File: config.mk
export PLATFORM = sky130hd
export DESIGN_NAME = fetch_cache_unit_flat
export DESIGN_NICKNAME = d
export VERILOG_FILES = /design/src/rtl/fetch_cache_unit_if.sv /design/src/rtl/fetch_cache_unit.sv /design/src/flat_wrapper.sv
export SDC_FILE = /design/constraint.sdc
export NUM_CORES = 2
export LEC_CHECK = 0
export CORE_ASPECT_RATIO = 0.5
export CORE_MARGIN = 5
export CORE_UTILIZATION = 50
export CTS_CLUSTER_DIAMETER = 50
export CTS_CLUSTER_SIZE = 10
export DETAILED_ROUTE_END_ITERATION = 12
export HOLD_SLACK_MARGIN = 0.1
export PLACE_DENSITY = 0.7
export SYNTH_ARGS = -nofsm -noshare
export SYNTH_HDL_FRONTEND = slang
export SYNTH_SLANG_ARGS = --single-unit
File: constraint.sdc
create_clock -name clk -period 23.5 [get_ports clk]
set_input_delay 4.7 -clock clk [delete_from_list [all_inputs] [get_ports clk]]
set_output_delay 4.7 -clock clk [all_outputs]
set_load 0.005 [all_outputs]
File: src/rtl/fetch_cache_unit_if.sv
// fetch_cache_unit_if: line refill handshake between the fetch unit and instruction memory
interface fetch_cache_unit_if #(
    parameter int ADDR_WIDTH = 32,
    parameter int LINE_W     = 128
);
    logic                  mem_req;
    logic [ADDR_WIDTH-1:0] mem_addr;
    logic                  mem_ready;
    logic [LINE_W-1:0]     mem_line;

    modport master (output mem_req, mem_addr, input mem_ready, mem_line);
    modport slave  (input mem_req, mem_addr, output mem_ready, mem_line);
endinterface

File: src/rtl/fetch_cache_unit.sv
// fetch_cache_unit: PC owner with a direct-mapped multi-word instruction cache and a line refill FSM
module fetch_cache_unit #(
    parameter int                    ADDR_WIDTH = 32,
    parameter int                    WORD_WIDTH = 32,
    parameter int                    LINE_WORDS = 4,
    parameter int                    NUM_SETS   = 16,
    parameter logic [ADDR_WIDTH-1:0] RESET_PC   = 32'hA75D53D8,
    parameter int                    CNT_WIDTH  = 16
) (
    input  logic                  clk,
    input  logic                  rst_n,
    input  logic                  en,
    input  logic                  flush,
    output logic [WORD_WIDTH-1:0] instr_out,
    output logic [ADDR_WIDTH-1:0] pc_out,
    output logic                  instr_valid,
    output logic                  hit,
    output logic [CNT_WIDTH-1:0]  miss_count,
    fetch_cache_unit_if.master    mem
);
    localparam int OFF_BITS  = $clog2(WORD_WIDTH / 8);
    localparam int WORD_BITS = $clog2(LINE_WORDS);
    localparam int IDX_BITS  = $clog2(NUM_SETS);
    localparam int LINE_BITS = OFF_BITS + WORD_BITS;
    localparam int TAG_BITS  = ADDR_WIDTH - LINE_BITS - IDX_BITS;
    localparam int LINE_W    = LINE_WORDS * WORD_WIDTH;
    localparam logic [ADDR_WIDTH-1:0] PC_STEP = ADDR_WIDTH'(WORD_WIDTH / 8);

    typedef enum logic {LOOKUP, REQ} state_t;

    state_t                state_q, state_d;
    logic                  flush_pend_q, flush_pend_d;
    logic [ADDR_WIDTH-1:0] pc_q, pc_out_q, mem_addr_q;
    logic [WORD_WIDTH-1:0] instr_q;
    logic                  valid_out_q, hit_q;
    logic [CNT_WIDTH-1:0]  miss_q;
    logic [NUM_SETS-1:0]   valid_q;
    logic [TAG_BITS-1:0]   tag_q [NUM_SETS];
    logic [LINE_W-1:0]     data_q [NUM_SETS];

    logic [IDX_BITS-1:0]   idx;
    logic [TAG_BITS-1:0]   tag;
    logic [WORD_BITS-1:0]  wsel;
    logic [WORD_WIDTH-1:0] word;
    logic                  lookup_hit, do_hit, do_miss, do_fill, do_inv;

    assign idx        = pc_q[LINE_BITS +: IDX_BITS];
    assign tag        = pc_q[ADDR_WIDTH-1 -: TAG_BITS];
    assign wsel       = pc_q[OFF_BITS +: WORD_BITS];
    assign word       = data_q[idx][wsel * WORD_WIDTH +: WORD_WIDTH];
    assign lookup_hit = valid_q[idx] && (tag_q[idx] == tag);

    assign instr_out    = instr_q;
    assign pc_out       = pc_out_q;
    assign instr_valid  = valid_out_q;
    assign hit          = hit_q;
    assign miss_count   = miss_q;
    assign mem.mem_req  = (state_q == REQ);
    assign mem.mem_addr = mem_addr_q;

    // FSM state and the flush request remembered across a refill
    always_ff @(posedge clk or negedge rst_n) begin
        if (!rst_n) begin
            state_q      <= LOOKUP;
            flush_pend_q <= 1'b0;
        end else begin
            state_q      <= state_d;
            flush_pend_q <= flush_pend_d;
        end
    end

    // Next state and per-cycle actions; a flush anywhere in a refill discards the returning line
    always_comb begin
        state_d      = state_q;
        flush_pend_d = 1'b0;
        do_hit       = 1'b0;
        do_miss      = 1'b0;
        do_fill      = 1'b0;
        do_inv       = 1'b0;
        if (state_q == LOOKUP) begin
            do_inv  = flush;
            do_hit  = en && !flush && lookup_hit;
            do_miss = en && !do_hit;
            state_d = do_miss ? REQ : LOOKUP;
        end else if (mem.mem_ready) begin
            do_fill = !(flush_pend_q || flush);
            do_inv  = !do_fill;
            state_d = LOOKUP;
        end else begin
            flush_pend_d = flush_pend_q || flush;
        end
    end

    // PC, registered fetch outputs, refill address, miss counter and valid bits
    always_ff @(posedge clk or negedge rst_n) begin
        if (!rst_n) begin
            pc_q        <= RESET_PC;
            instr_q     <= '0;
            pc_out_q    <= '0;
            valid_out_q <= 1'b0;
            hit_q       <= 1'b0;
            mem_addr_q  <= '0;
            miss_q      <= '0;
            valid_q     <= '0;
        end else begin
            valid_out_q <= do_hit;
            hit_q       <= do_hit;
            if (do_hit) begin
                instr_q  <= word;
                pc_out_q <= pc_q;
                pc_q     <= pc_q + PC_STEP;
            end
            if (do_miss) begin
                mem_addr_q <= {pc_q[ADDR_WIDTH-1:LINE_BITS], {LINE_BITS{1'b0}}};
                if (miss_q != '1) miss_q <= miss_q + 1'b1;
            end
            if (do_inv) valid_q <= '0;
            else if (do_fill) valid_q[idx] <= 1'b1;
        end
    end

    // Tag and line storage are written on refill only and carry no reset
    always_ff @(posedge clk) begin
        if (do_fill) begin
            tag_q[idx]  <= tag;
            data_q[idx] <= mem.mem_line;
        end
    end
endmodule

File: src/flat_wrapper.sv
// flat-port wrapper written by rule: the top's interface ports become plain ports
module fetch_cache_unit_flat 
#(
    parameter int                    ADDR_WIDTH = 32,
    parameter int                    WORD_WIDTH = 32,
    parameter int                    LINE_WORDS = 4,
    parameter int                    NUM_SETS   = 16,
    parameter logic [ADDR_WIDTH-1:0] RESET_PC   = 32'hA75D53D8,
    parameter int                    CNT_WIDTH  = 16
)
  (clk, rst_n, en, flush, instr_out, pc_out, instr_valid, hit, miss_count, mem_mem_req, mem_mem_addr, mem_mem_ready, mem_mem_line);
  fetch_cache_unit_if #(.ADDR_WIDTH(ADDR_WIDTH), .LINE_W(128)) mem_i ();
  input  logic clk;
  input  logic rst_n;
  input  logic en;
  input  logic flush;
  output logic [WORD_WIDTH-1:0] instr_out;
  output logic [ADDR_WIDTH-1:0] pc_out;
  output logic instr_valid;
  output logic hit;
  output logic [CNT_WIDTH-1:0] miss_count;
  output wire logic [$bits(mem_i.mem_req)-1:0] mem_mem_req;
  output wire logic [$bits(mem_i.mem_addr)-1:0] mem_mem_addr;
  input wire logic [$bits(mem_i.mem_ready)-1:0] mem_mem_ready;
  input wire logic [$bits(mem_i.mem_line)-1:0] mem_mem_line;
  assign mem_mem_req = mem_i.mem_req;
  assign mem_mem_addr = mem_i.mem_addr;
  assign mem_i.mem_ready = mem_mem_ready;
  assign mem_i.mem_line = mem_mem_line;
  fetch_cache_unit #(.ADDR_WIDTH(ADDR_WIDTH), .WORD_WIDTH(WORD_WIDTH), .LINE_WORDS(LINE_WORDS), .NUM_SETS(NUM_SETS), .RESET_PC(RESET_PC), .CNT_WIDTH(CNT_WIDTH)) u_core (.clk(clk), .rst_n(rst_n), .en(en), .flush(flush), .instr_out(instr_out), .pc_out(pc_out), .instr_valid(instr_valid), .hit(hit), .miss_count(miss_count), .mem(mem_i));
endmodule
* Word-level counts from Yosys, hierarchy flattened
Memory sizes are Yosys's and may differ from the RTL's.
Index checks and enable logic that the tools add are counted.
** Word-level totals
- Register bits :: 159
- Latch bits :: 0
- Bits in writable memories :: 2432
- Memory bits (read-only) :: 0
- Bits of input ports :: 133
- Output and inout port bits :: 115
- Word-level logic and storage cells :: 49
- Memories :: 2
** Memories
- u_core.data_q :: words 16, width 128, rd ports 1, clocked after memory_dff 0, write ports 1, line fetch_cache_unit.sv:39 : logic [LINE_W-1:0] data_q [NUM_SETS];
- u_core.tag_q :: words 16, width 24, rd ports 1, clocked after memory_dff 0, write ports 1, line fetch_cache_unit.sv:38 : logic [TAG_BITS-1:0] tag_q [NUM_SETS];
** Operators by class
- $add $sub $neg :: 2
- $mul :: 0
- Div/mod/pow operators :: 0
- Magnitude comparators :: 2
- Equality and inequality tests :: 2
- Shift operators :: 1
- Muxes and demuxes :: 19
- Bitwise operators :: 1
- Reductions and logical operators :: 11
** Operators by type and width (number)
- 128-bit by 8-bit variable part select with 32-bit output :: 1
- 32-bit by 3-bit adder with 32-bit output (second input constant) :: 1
- 16-bit two-way mux :: 2
- 24-bit == test :: 1
- 16-bit by 1-bit adder with 16-bit output (second input constant) :: 1
- 16-bit inequality test (second input constant) :: 1
- 16-bit OR :: 1
- 1-bit two-way mux :: 15
- 1-bit logical AND :: 5
- 4-bit by 5-bit less-than comparator with 1-bit output (second input constant) :: 1
- 1-bit binary-select mux with 4-bit select :: 1
- 1-bit demux with 4-bit select :: 1
- 4-bit by 1-bit >= comparator with 1-bit output (second input constant) :: 1
- 1-bit logical NOT :: 3
- 2-bit AND reduction :: 1
- 2-bit nonzero test :: 1
- 1-bit logical OR :: 1

* Longest topological paths before layout
- Depth in word-level cells :: 8
- Depth in mapped cells :: 16
- Depth with buffers taken out :: 9

* Worst setup path after synthesis
Ideal clock, no wire load.
- Kind :: input to register
- Start point :: input port flush
- End point :: memory u_core.data_q[3][0] (enable)
- Setup time :: 0.849 ns
- Data arrival time :: 15.421 ns
- Required time :: 22.651 ns
- Slack :: 7.230 ns
- Stages on the path :: 4
- Buffers on the path :: 0
- Cells stage by stage :: nor2_1 -> and3_1 -> nand2_1 -> nor3_1
** Between the ends
- Cells in the longest elaborated chain, start to end :: 6
** RTL lines
- from (decl) :: line flat_wrapper.sv:16 : input logic flush;
- 1-bit logical OR :: line fetch_cache_unit.sv:86 : do_fill = !(flush_pend_q || flush);
- 1-bit logical NOT :: line fetch_cache_unit.sv:86
- 1-bit two-way mux :: line fetch_cache_unit.sv:85 : end else if (mem.mem_ready) begin
- 1-bit two-way mux :: line fetch_cache_unit.sv:80 : if (state_q == LOOKUP) begin
- 1-bit two-way mux :: line fetch_cache_unit.sv:124 : if (do_fill) begin
- 1-bit two-way mux (not written as such) :: line fetch_cache_unit.sv:126 : data_q[idx] <= mem.mem_line;
- to (decl) :: line fetch_cache_unit.sv:39
No other way between the ends.

* Worst setup path after layout
- Start point :: input port flush
- End point :: memory u_core.data_q[14][3] (enable)
The elaborated chain is that of the path after synthesis.

==> qor.txt <==
Starting Density: 50.4%
failing checks: slew limit
Crit. Startpoint: flush
Hold Vio Cnt, Final: 0
ys async rst share: 5.99%
Final Max Tran Viols: 32
Rows: 115
post-CTS setup buffers: 0
r2r worst-path depth: 8
Crit Path Max Fanout: 43
total routed wirelength: 240 mm
static leakage: 0.0352 uW
critical path data arrival time: 8.75 ns
number of gates resized after CTS: 0
largest net degree at the start of global routing: 152
top post-synthesis cells by count: 2,432 x edfxtp_1, 753 x mux4_2, 137 x dfrtp_1
# hold bufs at CTS: 0
via count: 46,600
CTS clock-pin slew for the worst setup and hold paths: 0.05 ns
area leader, netlist: edfxtp_1
ys flop type: edfxtp_1
CP max-delay cell: buf_4
I/O Buffers: 241
worst r2r src: u_core.pc_q[4]$_DFFE_PN1P_
RSZ-0062 raised after global routing: false
period utilisation layout: 35.3%
status: finished, violations left
Mapped Area: 99,100 um^2
top-count cell post-synth: edfxtp_1
worst path cell trace: clkdlybuf4s50_1 > nor2_1 > and3_1 > nand2_1 > nor2_4 > buf_4 > buf_4 > buf_4
largest cells by area after synthesis: edfxtp_1 74%, mux4_2 17%, dfrtp_1 3.5%
worst-skew pair later-pin latency: 0.84 ns
RePlAce Congestion: 0.807
DRT antenna net count: 0
Post-synth EDFFs: 2,432
DR WL/cell: 32.8 um
CTS tree: yes
CTS Buf Count: 302
kind of critical path: in -> reg
Req. time, crit path: 23.94 ns
top cell type's share of synthesized area: 73.7%
clk root buf: clkbuf_16
worst vdd ir: 0.0623 mV
Crit path max-delay family: buffers and inverters
cell area power density: 82.6 nW/um^2
H-tree levels: 5
Die ar.: 208,000 um^2
setup TNS: 0 ns
CP peak stage delay: 0.79 ns
count of maximum capacitance violations: 0
Design Area, Final: 113,000 um^2
crit path launch type: primary input
CP Capture Type: flip-flop
DR vias/cell: 6.37
# IOs: 248
final setup fails: 0
core area: 197,000 um^2
Hold Path Stages: 2
Filler cells: 13,800
Yosys reg bits: 2,587
# nets final: 4,651
clock skew: 0.0728 ns
layout cells sized above 1: 27.9%
yosys warns: 0
First-pass DRT Iterations: 6
syn_area_per_cell: 24.1 um^2
grt total ovfl: 0
Area Growth Syn to Fin: 14.2%
gr usage total: 23.1%
worst-margin pin slew: 1.52 ns
HP Class: reg -> reg
critical path depth: 8
Yosys cell types: 66
Starting DRT DRC Count: 5,819
vias in the first global route: 47,900
max_slew headroom: -1.33%
Synth Instances: 4,118
overall die height: 325 um
initial antenna violation count: 33
first-pass GRT wire length: 348 mm
placed cell areas: 105,000 um^2
DRC Markers: 0
CP most frequent cell: buf_4
Worst Path Buf+Inv: 4
clock sinks: 2,587
Die W: 640 um
Period minus WS final: 8.31 ns
Clock Path Buffers: 4
Achievable Freq: 0.120 GHz
hpwl dp: 127 mm
Seq/Total Area, Yosys: 77.6%
Hold Crit Start: u_core.valid_q[2]$_DFFE_PN0P_
-- per-stage QoR --
step	setup slack [ns]	hold slack (ns)	total power (uW)	instances	util [%]
floorplan	7.23	0.457	5210	4123	-
global placement	14.49	0.472	5310	6844	53.2
detailed placement	14.42	0.482	5320	6844	53.2
CTS	15.29	0.495	9410	7298	57.5
global route	15.09	0.506	9630	7304	57.5
finish	15.19	0.498	9340	7306	57.5
-- sequential cells by signal (all words and copies together), names as in the netlist --
name / count
u_core.instr_out: 32
u_core.valid_q: 16
u_core.mem.mem_addr: 28
u_core.miss_count: 16
u_core.pc_q: 30
u_core.instr_valid: 1
u_core.pc_out: 30
u_core.tag_q: 384
u_core.mem.mem_req: 1
u_core.data_q: 2048
u_core.flush_pend_q: 1
-- worst paths after layout --
kind	to	slack, ns
worst max-delay path	u_core.data_q[14][3]$_DFFE_PP_	15.19
max in group asynchronous	u_core.pc_q[2]$_DFFE_PN0P_	17.63
worst max register to register	u_core.instr_out[16]$_DFFE_PN0P_	16.88
min in group asynchronous	u_core.miss_count[14]$_DFFE_PN0P_	3.90
worst min-delay path	u_core.valid_q[2]$_DFFE_PN0P_	0.50
worst min register to register	u_core.valid_q[2]$_DFFE_PN0P_	0.50
-- worst reg2reg max path, stage by stage (launching register included) --
cell and delay [ns]:
dfstp_4 0.99, buf_4 0.86, buf_4 0.87, buf_4 0.87, buf_4 0.92, mux4_2 0.67
mux4_2 0.61, mux4_2 0.51, mux2_2 0.27
-- power breakdown --
| part | switching (uW) | total, uW | leakage, uW | internal, uW |
|---|---|---|---|---|
| Sequential | 13.5 | 5060 | 0.0240 | 5050 |
| Clock | 1710 | 4110 | 0.00406 | 2400 |
| Combinational | 99.2 | 164 | 0.00707 | 65.0 |
-- per-layer routing --
metal	track usage, %	up-vias	part of all wire (%)
met5	0	-	0.017
met4	5.89	6	2.5
met3	3.66	406	7.8
met2	36.5	2438	48
met1	34.3	25300	41
li1	-	18400	-
-- kinds of logic after synthesis --
| kind of cell | count (synthesis) | synth area share, % |
|---|---|---|
| fa+ha+maj | 2 | 0.0252 |
| flops | 2587 | 77.6 |
| xor+xnor | 64 | 0.566 |
| buf+inv | 246 | 1.12 |
| simple gates | 219 | 1.15 |
| mux | 915 | 18.9 |
| compound gates | 84 | 0.648 |
| other cells | 1 | 0.00378 |
-- placed cells by master, fill, tap and decap left out, types with 4 or more instances in the layout --
cell type and n:
a22oi_1 16, nand3_1 31, nor3_2 7, clkbuf_1 125
conb_1 6, nand2b_1 5, clkbuf_16 306, diode_2 8
clkdlybuf4s50_1 240, nor2_4 12, mux2i_1 66, and2_1 4
buf_12 15, dfrtp_1 135, xor2_1 25, mux2_2 96
edfxtp_1 2432, a211o_1 4, nor2_1 46, nor2b_1 4
inv_16 4, a2111oi_0 4, buf_4 63, o22ai_1 5
and3_1 28, nand2_1 30, nor3_1 16, dfstp_2 15
inv_6 9, inv_1 15, a21oi_1 21, nand4_1 20
mux4_2 753, xnor2_1 39
-- area by class of cell --
type / count / area, um^2 / area share, %
multi-input cells: 1290 / 21200 / 18.7
clock inverters: 21 / 260 / 0.230
well taps: 2632 / 3290 / 2.91
inverters: 16 / 67.6 / 0.0597
flip-flops and latches: 2587 / 77000 / 68.0
diodes: 8 / 20.0 / 0.0177
repair buffers: 319 / 3190 / 2.82
clock buffers: 433 / 8150 / 7.21
Power figures use the tool's default switching activity.
